[src/rtl/dual_slope_meas_ctrl_if.sv]
// Result handshake bus between the measurement controller and the
// display/readout logic. The controller is the master (drives the result
// fields and valid); the consumer is the slave (drives ready).
interface dual_slope_meas_ctrl_if #(
  parameter int CYC_W = 8
);
  logic                res_valid_o;
  logic                res_ready_i;
  logic [CYC_W-1:0]    cycles_o;
  logic [9:0]          start_cnt_o;
  logic [9:0]          end_cnt_o;
  logic [CYC_W+9:0]    elapsed_o;
  logic                timeout_o;

  modport master (
    output res_valid_o,
    output cycles_o,
    output start_cnt_o,
    output end_cnt_o,
    output elapsed_o,
    output timeout_o,
    input  res_ready_i
  );

  modport slave (
    input  res_valid_o,
    input  cycles_o,
    input  start_cnt_o,
    input  end_cnt_o,
    input  elapsed_o,
    input  timeout_o,
    output res_ready_i
  );
endinterface

[src/rtl/dual_slope_meas_ctrl.sv]
// Dual-slope measurement controller.
// Starts the 0..999 pulse counter, counts its once-per-1000-clock increment
// pulses, snapshots the counter at window start and at capture, and hands the
// elapsed clock count to the readout logic over a valid/ready handshake.
//
// state   | meaning
// --------+-----------------------------------------------------------
// S_IDLE  | counter stopped, waiting for start_i
// S_ARM   | one-cycle trigger strobe to the pulse counter
// S_COUNT | window open; count increments until cmp_i or MAX_CYC
// S_DONE  | result valid, counter stopped, waiting for res_ready_i
module dual_slope_meas_ctrl #(
  parameter int CYC_W   = 8,
  parameter int MAX_CYC = 200
) (
  input  logic                  clk_i,
  input  logic                  rst_n_i,
  input  logic                  start_i,
  input  logic                  cmp_i,
  input  logic                  incr_i,
  input  logic [9:0]            pulse_count_i,
  output logic                  trig_o,
  output logic                  stop_o,
  output logic                  busy_o,
  dual_slope_meas_ctrl_if.master res_if
);

  localparam int EW = CYC_W + 10;
  localparam logic [CYC_W-1:0] MAX_C = CYC_W'(MAX_CYC);

  typedef enum logic [1:0] {
    S_IDLE  = 2'd0,
    S_ARM   = 2'd1,
    S_COUNT = 2'd2,
    S_DONE  = 2'd3
  } state_t;

  state_t           state_q;
  logic             trig_q;
  logic             busy_q;
  logic             valid_q;
  logic             first_q;
  logic             timeout_q;
  logic [CYC_W-1:0] cycles_q;
  logic [9:0]       p0_q;
  logic [9:0]       pe_q;
  logic [EW-1:0]    elapsed_q;

  logic             capture;
  logic             moved;
  logic [9:0]       p0_eff;
  logic [EW-1:0]    wraps_d;
  logic [EW-1:0]    elapsed_d;

  // Capture detection and elapsed-clock arithmetic for the current COUNT cycle.
  // Elapsed is rebuilt from the number of 999->0 wraps inside the window.
  // Every counted increment (count==998) produces a wrap one cycle later,
  // except when capture lands on 999 (wrap not yet happened). A window that
  // starts on 999 has one wrap with no counted increment in front of it.
  // Both corrections only apply once the counter has actually moved.
  always_comb begin
    capture   = (state_q == S_COUNT) && (cmp_i || (cycles_q == MAX_C));
    moved     = ~first_q;
    p0_eff    = first_q ? pulse_count_i : p0_q;
    wraps_d   = EW'(cycles_q);
    if (moved && (p0_eff == 10'd999)) begin
      wraps_d = wraps_d + EW'(1);
    end
    if (moved && (pulse_count_i == 10'd999)) begin
      wraps_d = wraps_d - EW'(1);
    end
    elapsed_d = wraps_d * EW'(1000) + EW'(pulse_count_i) - EW'(p0_eff);
  end

  // Stop is decoded from state so the counter is halted from the first cycle
  // after reset, and is raised combinationally on the capture cycle so the
  // counter freezes at the captured value.
  always_comb begin
    stop_o = (state_q == S_IDLE) || (state_q == S_DONE) || capture;
  end

  // Sequencing FSM with registered strobes and result registers.
  always_ff @(posedge clk_i) begin
    if (!rst_n_i) begin
      state_q   <= S_IDLE;
      trig_q    <= 1'b0;
      busy_q    <= 1'b0;
      valid_q   <= 1'b0;
      first_q   <= 1'b0;
      timeout_q <= 1'b0;
      cycles_q  <= '0;
      p0_q      <= '0;
      pe_q      <= '0;
      elapsed_q <= '0;
    end else begin
      trig_q <= 1'b0;
      case (state_q)
        S_IDLE: begin
          if (start_i) begin
            state_q   <= S_ARM;
            trig_q    <= 1'b1;
            busy_q    <= 1'b1;
            cycles_q  <= '0;
            timeout_q <= 1'b0;
          end
        end
        S_ARM: begin
          state_q <= S_COUNT;
          first_q <= 1'b1;
        end
        S_COUNT: begin
          first_q <= 1'b0;
          if (first_q) begin
            p0_q <= pulse_count_i;
          end
          if (capture) begin
            pe_q      <= pulse_count_i;
            timeout_q <= ~cmp_i;
            elapsed_q <= elapsed_d;
            busy_q    <= 1'b0;
            valid_q   <= 1'b1;
            state_q   <= S_DONE;
          end else if (incr_i && (cycles_q < MAX_C)) begin
            cycles_q <= cycles_q + CYC_W'(1);
          end
        end
        S_DONE: begin
          if (res_if.res_ready_i) begin
            valid_q <= 1'b0;
            state_q <= S_IDLE;
          end
        end
        default: begin
          state_q <= S_IDLE;
        end
      endcase
    end
  end

  assign trig_o             = trig_q;
  assign busy_o             = busy_q;
  assign res_if.res_valid_o = valid_q;
  assign res_if.cycles_o    = cycles_q;
  assign res_if.start_cnt_o = p0_q;
  assign res_if.end_cnt_o   = pe_q;
  assign res_if.elapsed_o   = elapsed_q;
  assign res_if.timeout_o   = timeout_q;

endmodule

[src/flat_wrapper.sv]
// flat-port wrapper written by rule: the top's interface ports become plain ports
module dual_slope_meas_ctrl_flat 
#(
  parameter int CYC_W   = 8,
  parameter int MAX_CYC = 200
)
  (clk_i, rst_n_i, start_i, cmp_i, incr_i, pulse_count_i, trig_o, stop_o, busy_o, res_if_res_valid_o, res_if_cycles_o, res_if_start_cnt_o, res_if_end_cnt_o, res_if_elapsed_o, res_if_timeout_o, res_if_res_ready_i);
  dual_slope_meas_ctrl_if #(.CYC_W(CYC_W)) res_if_i ();
  input  logic clk_i;
  input  logic rst_n_i;
  input  logic start_i;
  input  logic cmp_i;
  input  logic incr_i;
  input  logic [9:0] pulse_count_i;
  output logic trig_o;
  output logic stop_o;
  output logic busy_o;
  output wire logic [$bits(res_if_i.res_valid_o)-1:0] res_if_res_valid_o;
  output wire logic [$bits(res_if_i.cycles_o)-1:0] res_if_cycles_o;
  output wire logic [$bits(res_if_i.start_cnt_o)-1:0] res_if_start_cnt_o;
  output wire logic [$bits(res_if_i.end_cnt_o)-1:0] res_if_end_cnt_o;
  output wire logic [$bits(res_if_i.elapsed_o)-1:0] res_if_elapsed_o;
  output wire logic [$bits(res_if_i.timeout_o)-1:0] res_if_timeout_o;
  input wire logic [$bits(res_if_i.res_ready_i)-1:0] res_if_res_ready_i;
  assign res_if_res_valid_o = res_if_i.res_valid_o;
  assign res_if_cycles_o = res_if_i.cycles_o;
  assign res_if_start_cnt_o = res_if_i.start_cnt_o;
  assign res_if_end_cnt_o = res_if_i.end_cnt_o;
  assign res_if_elapsed_o = res_if_i.elapsed_o;
  assign res_if_timeout_o = res_if_i.timeout_o;
  assign res_if_i.res_ready_i = res_if_res_ready_i;
  dual_slope_meas_ctrl #(.CYC_W(CYC_W), .MAX_CYC(MAX_CYC)) u_core (.clk_i(clk_i), .rst_n_i(rst_n_i), .start_i(start_i), .cmp_i(cmp_i), .incr_i(incr_i), .pulse_count_i(pulse_count_i), .trig_o(trig_o), .stop_o(stop_o), .busy_o(busy_o), .res_if(res_if_i));
endmodule
[config.mk]
export PLATFORM = sky130hd
export DESIGN_NAME = dual_slope_meas_ctrl_flat
export DESIGN_NICKNAME = d
export VERILOG_FILES = /design/src/rtl/dual_slope_meas_ctrl_if.sv /design/src/rtl/dual_slope_meas_ctrl.sv /design/src/flat_wrapper.sv
export SDC_FILE = /design/constraint.sdc
export NUM_CORES = 1
export LEC_CHECK = 0
export CORE_MARGIN = 8
export CORE_UTILIZATION = 30
export CTS_CLUSTER_DIAMETER = 40
export DETAILED_ROUTE_END_ITERATION = 8
export HOLD_SLACK_MARGIN = 0.08
export SYNTH_ARGS = -nofsm -noshare
export SYNTH_HDL_FRONTEND = slang
export SYNTH_SLANG_ARGS = --single-unit
[constraint.sdc]
create_clock -name clk_i -period 21 [get_ports clk_i]
set_input_delay 2.1 -clock clk_i [delete_from_list [all_inputs] [get_ports clk_i]]
set_output_delay 2.1 -clock clk_i [all_outputs]
set_load 0.1 [all_outputs]
== Word-level counts from Yosys, hierarchy flattened ==
Cells that the tools add are included.
W data, S select, Z words.
Cells by class
  add/sub/neg operators: 5
  multipliers: 1
  div/mod/pow operators: 0
  $lt $le $gt $ge: 1
  eq/ne operators: 11
  shift-type cells: 0
  muxes and demuxes: 22
  bitwise operators: 2
  reduce and logical (&&, ||, !) cells: 17
Operators with widths (count)
  $mux W18: 2
  $mux W8: 3
  $eq A10 B10 Y1 const B: 2
  $add A18 B10 Y18: 1
  $mul A18 B7 Y15 const B: 1
  $sub A18 B1 Y18 const B: 1
  $sub A18 B10 Y18: 1
  $pmux W8 S2: 1
  $mux W10: 1
  $add A8 B1 Y9 const B: 1
  $reduce_and A3 Y1: 3
  $add A8 B1 Y8 const B: 1
  $eq A8 B8 Y1 const B: 1
  $lt A8 B8 Y1 const B: 1
  $ne A2 B2 Y1 const B: 4
  $pmux W1 S2: 4
  $pmux W2 S4: 1
  $mux W1: 7
  $mux W2: 3
  $reduce_bool A2 Y1: 3
  $eq A2 B2 Y1 const B: 2
  $logic_and A1 B1 Y1: 4
  $reduce_and A2 Y1: 2
  $reduce_and A4 Y1: 1
  other kinds (5): 8
Word-level totals
  bits in registers: 53
  bits in latches: 0
  bits in writable memories: 0
  bits in read-only memories: 0
  input port bits: 16
  output and inout port bits: 51
  logic and storage cells: 69
  memories: 0

== Longest topological paths before layout ==
  depth after elaboration: 9
  depth in mapped cells: 32
  mapped depth without buffers: 32

== Least setup slack after synthesis ==
No wires, ideal clock.
  kind: in2reg
  start point: input pulse_count_i[3]
  end point: register u_core.elapsed_q[17] (netlist: u_core.res_if.elapsed_o[17])
  setup time: 0.071 ns
  arrival time: 8.543 ns
  required time: 20.929 ns
  setup slack: 12.386 ns
  stages on the path: 31
  buffers on the path: 0
  cell sequence: nand4b_1 -> or2_2 -> a21oi_1 -> xnor2_1 -> ha_1 -> nand2_1 -> a21oi_1 -> xnor2_1 -> inv_1 -> fa_1 -> fa_1 -> inv_1 -> fa_1 -> inv_1 -> fa_1 -> inv_1 -> ha_1 -> or3_1 -> o211a_1 -> a21oi_1 -> xnor2_1 -> inv_1 -> ha_1 -> nor2_1 -> a21oi_1 -> nand2_1 -> o21ba_2 -> o41ai_1 -> xnor3_1 -> xor2_1 -> a21oi_1
On the way
  longest elaborated chain between the ends: 9
  elaborated cells on any way between the ends: 11
  those cells by class: add/sub (3); mul (1); eq/ne (2); mux (3); reduce/logical (2)
RTL lines
  start: declaration: RTL line flat_wrapper.sv:14  | input logic [9:0] pulse_count_i;
  $mux W10: RTL line dual_slope_meas_ctrl.sv:64  | p0_eff = first_q ? pulse_count_i : p0_q;
  $eq A10 B10 Y1: RTL line dual_slope_meas_ctrl.sv:66  | if (moved && (p0_eff == 10'd999)) begin
  $logic_and A1 B1 Y1: RTL line dual_slope_meas_ctrl.sv:66
  $mux W18: RTL line dual_slope_meas_ctrl.sv:66
  $sub A18 B1 Y18: RTL line dual_slope_meas_ctrl.sv:70  | wraps_d = wraps_d - EW'(1);
  $mux W18: RTL line dual_slope_meas_ctrl.sv:69  | if (moved && (pulse_count_i == 10'd999)) begin
  $mul A18 B7 Y15: RTL line dual_slope_meas_ctrl.sv:72  | elapsed_d = wraps_d * EW'(1000) + EW'(pulse_count_i) - EW'(p0_eff);
  $add A18 B10 Y18: RTL line dual_slope_meas_ctrl.sv:72
  $sub A18 B10 Y18 *: RTL line dual_slope_meas_ctrl.sv:72
  end signal: assignment: RTL line dual_slope_meas_ctrl.sv:119  | elapsed_q <= elapsed_d;
  end: declaration: RTL line dual_slope_meas_ctrl.sv:47  | logic [EW-1:0] elapsed_q;
Mark *: on every way between the ends. The rest lies on a longest branch, timed or not.
A chain may end at the register's enable or synchronous reset.

== Final worst setup path ==
  start point: input pulse_count_i[6]
  end point: register u_core.elapsed_q[17] (netlist: u_core.res_if.elapsed_o[17])
Same word-level chain as after synthesis.

==> flow_summary.json <==
{
  "status": "completed",
  "startpoint_type": "input pin",
  "syn_avg_cell_area_um2": 8.291,
  "ctsResizeCount": 0,
  "cts_buffer_depth": 2,
  "comb_power_share": 0.653,
  "seqPwrFrac": 0.214,
  "wl_met2_um": 6325,
  "route.layer.met1.wl_um": 5735,
  "num_rows": 48,
  "synth_top_area_cell": "dfxtp_1",
  "powerDensity_nw_per_um2": 104.3,
  "antenna_found_initial": 0,
  "postCtsHoldBufs": 0,
  "grt_pass1_vias": 4319,
  "yosys.area.top_type_share": 0.2019,
  "postSynthCellCount": 634,
  "timing.rr.start": "u_core.first_q",
  "die_w_um": 148.4,
  "hold-path-endpoint": "u_core.res_if.elapsed_o[5]",
  "p_leak_nw": 2.599,
  "die_area_um2": 22010,
  "irDropWorstVdd_mv": 0.09573,
  "criticalPathCategory": "input pin to flop",
  "overflow": 0,
  "max_stage_delay_ns": 0.56,
  "gp_congestion": 0.7730,
  "drive_gt1_frac": 0.04964,
  "firstDrtPassIters": 4,
  "post_cts_buffers": 0,
  "ys_warn_count": 0,
  "tightest_slew_ns": 1.021,
  "core-area_um2": 17240,
  "cts_tree": "yes",
  "start_util": 0.3050,
  "rsz0062_at_grt": "no",
  "synthDistinctLibCells": 55,
  "dr_wl_met3_um": 633,
  "hold_path.class": "flop to flop",
  "clk_root_buffer_cell": "clkbuf_16",
  "crit_arrival_ns": 9.57,
  "maxUsedRoutingLayer": "met4",
  "synth_seq_area_share": 0.2019,
  "synthesis.nets": 741,
  "path_delay_family": "adder cells",
  "finalClockSkew_ns": 0.006759,
  "synth-edff-count": 0,
  "h-tree-depth": 2,
  "cp_num_buf_inv": 6,
  "syn-cell-area_um2": 5256,
  "crit_slowest_cell": "clkdlybuf4s50_1",
  "drv_slew": 0,
  "area_growth_pct": 19.40,
  "wl_per_cell_um": 14.11,
  "ys_async_sr_fraction": 0,
  "hold_depth": 2,
  "worstRegToRegCells": 28,
  "vias": 4377,
  "die_y_um": 148.4,
  "viasPerCell": 4.810,
  "post-route-period-util": 0.4443,
  "remaining_drc_errors": 0,
  "worstSetupEndpointType": "flop",
  "p_sw_frac": 0.5405,
  "grt_pass1_wl_um": 21650,
  "drt_wl_total_um": 12840,
  "setup_violations": 0,
  "antenna_cells": 0,
  "critPathRequiredTime_ns": 21.24,
  "drt_iter0_drc": 197,
  "slew_headroom": 0.3173,
  "ant_nets": 0,
  "p_int_w": 0.0003008,
  "num_io_pins": 67,
  "dp_hpwl_um": 10420,
  "r2r_slack_ns": 12.93,
  "portBuffers": 66,
  "numCtsBuffers": 5,
  "drv_cap": 0,
  "hp-start": "u_core.res_if.elapsed_o[5]",
  "ys.flop_type": "dfxtp_1",
  "setup_tns_ns": 0,
  "track_usage": 0.1192,
  "synth_seq_cells": 53,
  "clock.fmax_ghz": 0.1072,
  "clkLatencyLatePin_ns": 0.30,
  "layout.nets": 791,
  "synth.area.top_cells": "dfxtp_1 20%, fa_1 15%, ha_1 12%",
  "grt_max_degree": 37,
  "cts.clk_slew.worst_paths_ns": 0.08,
  "worstPathMaxFanout": 6,
  "hold_violations": 0,
  "fin_crit_ns": 9.331,
  "final_core_util": 0.3641,
  "p_switching_w": 0.0003538,
  "whs_ns": 0.4528,
  "clockPowerShare": 0.133,
  "numClockSinks": 53,
  "r2r_end": "u_core.res_if.elapsed_o[17]"
}
==> layer usage <==
metal,GRT usage,vias to the layer above
li1,-,2237
met4,0.03009,0
met2,0.2119,60
met3,0.03008,8
met5,0,-
met1,0.1399,2072
==> worst register-to-register path: cells and delay by family (launching register included) <==
kind | cells | cell delay, ns
mux | 1 | 0.31
compound gates | 6 | 1.03
xor+xnor | 4 | 1.37
simple gates | 6 | 1.78
buf+inv | 5 | 0.38
fa+ha+maj | 6 | 2.58
flops | 1 | 0.55
==> sequential cells by signal, summed over array words and instances (netlist names) <==
| name | flops |
|---|---|
| u_core.res_if.elapsed_o | 18 |
| u_core.res_if.end_cnt_o | 10 |
| u_core.res_if.start_cnt_o | 10 |
| u_core.res_if.cycles_o | 8 |
| u_core.state_q | 2 |
| u_core.busy_o | 1 |
| u_core.first_q | 1 |
| u_core.res_if.res_valid_o | 1 |
| u_core.res_if.timeout_o | 1 |
| u_core.trig_o | 1 |
==> Yosys cell counts (all sizes together) (3+ instances only) <==
cell type	count
a21oi	50
nand2b	4
nor2	48
nor2b	8
xnor2	31
mux2	3
o21ai	19
buf	4
nand4b	3
ha	51
inv	75
and3	4
a31oi	4
a22oi	5
or2	7
dfxtp	53
nand2	68
or3	5
xor2	15
nand3	17
nand4	6
nor3b	4
fa	40
o21a	4
clkbuf	23
a211oi	16
mux2i	12
nor4	4
a21o	11
nor3	15
==> kinds of logic (layout without fill, tap and decap cells) <==
logic type,Yosys count,after routing,synth area share
AOI/OAI and AO/OA,124,124,0.1493
xor gates and xnor gates,48,48,0.08522
adders and majority gates,91,91,0.2737
buffers and inverters,102,153,0.07308
DFF,53,53,0.2019
muxes,15,15,0.02928
and+or+nand+nor,201,201,0.1876
==> area by class of cell <==
cell class,count,area (um2)
Fill cell,1821,10960
Multi-Input combinational cell,479,3815
Sequential cell,53,1061
Timing Repair Buffer,70,690.7
Inverter,75,281.5
Tap cell,225,281.5
Clock buffer,5,125.1
Clock inverter,3,21.27
==> power by group through the flow <==
stage               Sequential [W]  Clock [W]  Combinational, W
CTS                       0.000140  0.0000901          0.000433
global placement          0.000142          0          0.000430
global route              0.000144  0.0000925          0.000464
detailed placement        0.000143          0          0.000430
finish                    0.000140  0.0000869          0.000428
floorplan                 0.000257          0          0.000218
==> cell usage in the layout, fill, tap and decap left out, types with 3 or more instances in the layout <==
| cell | instances |
|---|---|
| nor2b_1 | 8 |
| nor2_1 | 48 |
| a21o_1 | 11 |
| clkdlybuf4s50_1 | 66 |
| o21ai_0 | 18 |
| xnor2_1 | 31 |
| fa_1 | 40 |
| ha_1 | 51 |
| nor3_1 | 13 |
| a31oi_1 | 4 |
| buf_4 | 4 |
| or3_1 | 5 |
| nor3b_1 | 3 |
| mux2_2 | 3 |
| or2_2 | 7 |
| a22oi_1 | 5 |
| mux2i_1 | 12 |
| nand2b_1 | 4 |
| inv_1 | 75 |
| and3_1 | 4 |
| dfxtp_1 | 53 |
| nand3_1 | 17 |
| nor4_1 | 3 |
| a211oi_1 | 16 |
| xor2_1 | 15 |
| clkbuf_16 | 5 |
| nand2_1 | 67 |
| nand4b_1 | 3 |
| o21a_1 | 4 |
| a21oi_1 | 50 |
| nand4_1 | 6 |
==> through the flow <==
step                      worst slack, ns  power [W]  std cells  instance area, um2
after floorplan                     12.39  0.0004751        634                5256
after global placement              11.38  0.0005723        902                6130
after detailed placement            11.28  0.0005727        902                6130
after CTS                           11.59  0.0006632        910                6276
after global routing                10.97  0.0007004        910                6276
final                               11.67  0.0006546        910                6276
==> worst max-delay path by stage <==
stage | from | end | depth (start not counted)
detailed placement | pulse_count_i[6] | u_core.res_if.elapsed_o[17] | 32
global route | pulse_count_i[6] | u_core.res_if.elapsed_o[17] | 33
finish | pulse_count_i[6] | u_core.res_if.elapsed_o[17] | 32
global placement | pulse_count_i[1] | u_core.res_if.elapsed_o[17] | 32
floorplan | pulse_count_i[3] | u_core.res_if.elapsed_o[17] | 31
CTS | pulse_count_i[6] | u_core.res_if.elapsed_o[17] | 32
(Power assumes the default switching activity.)
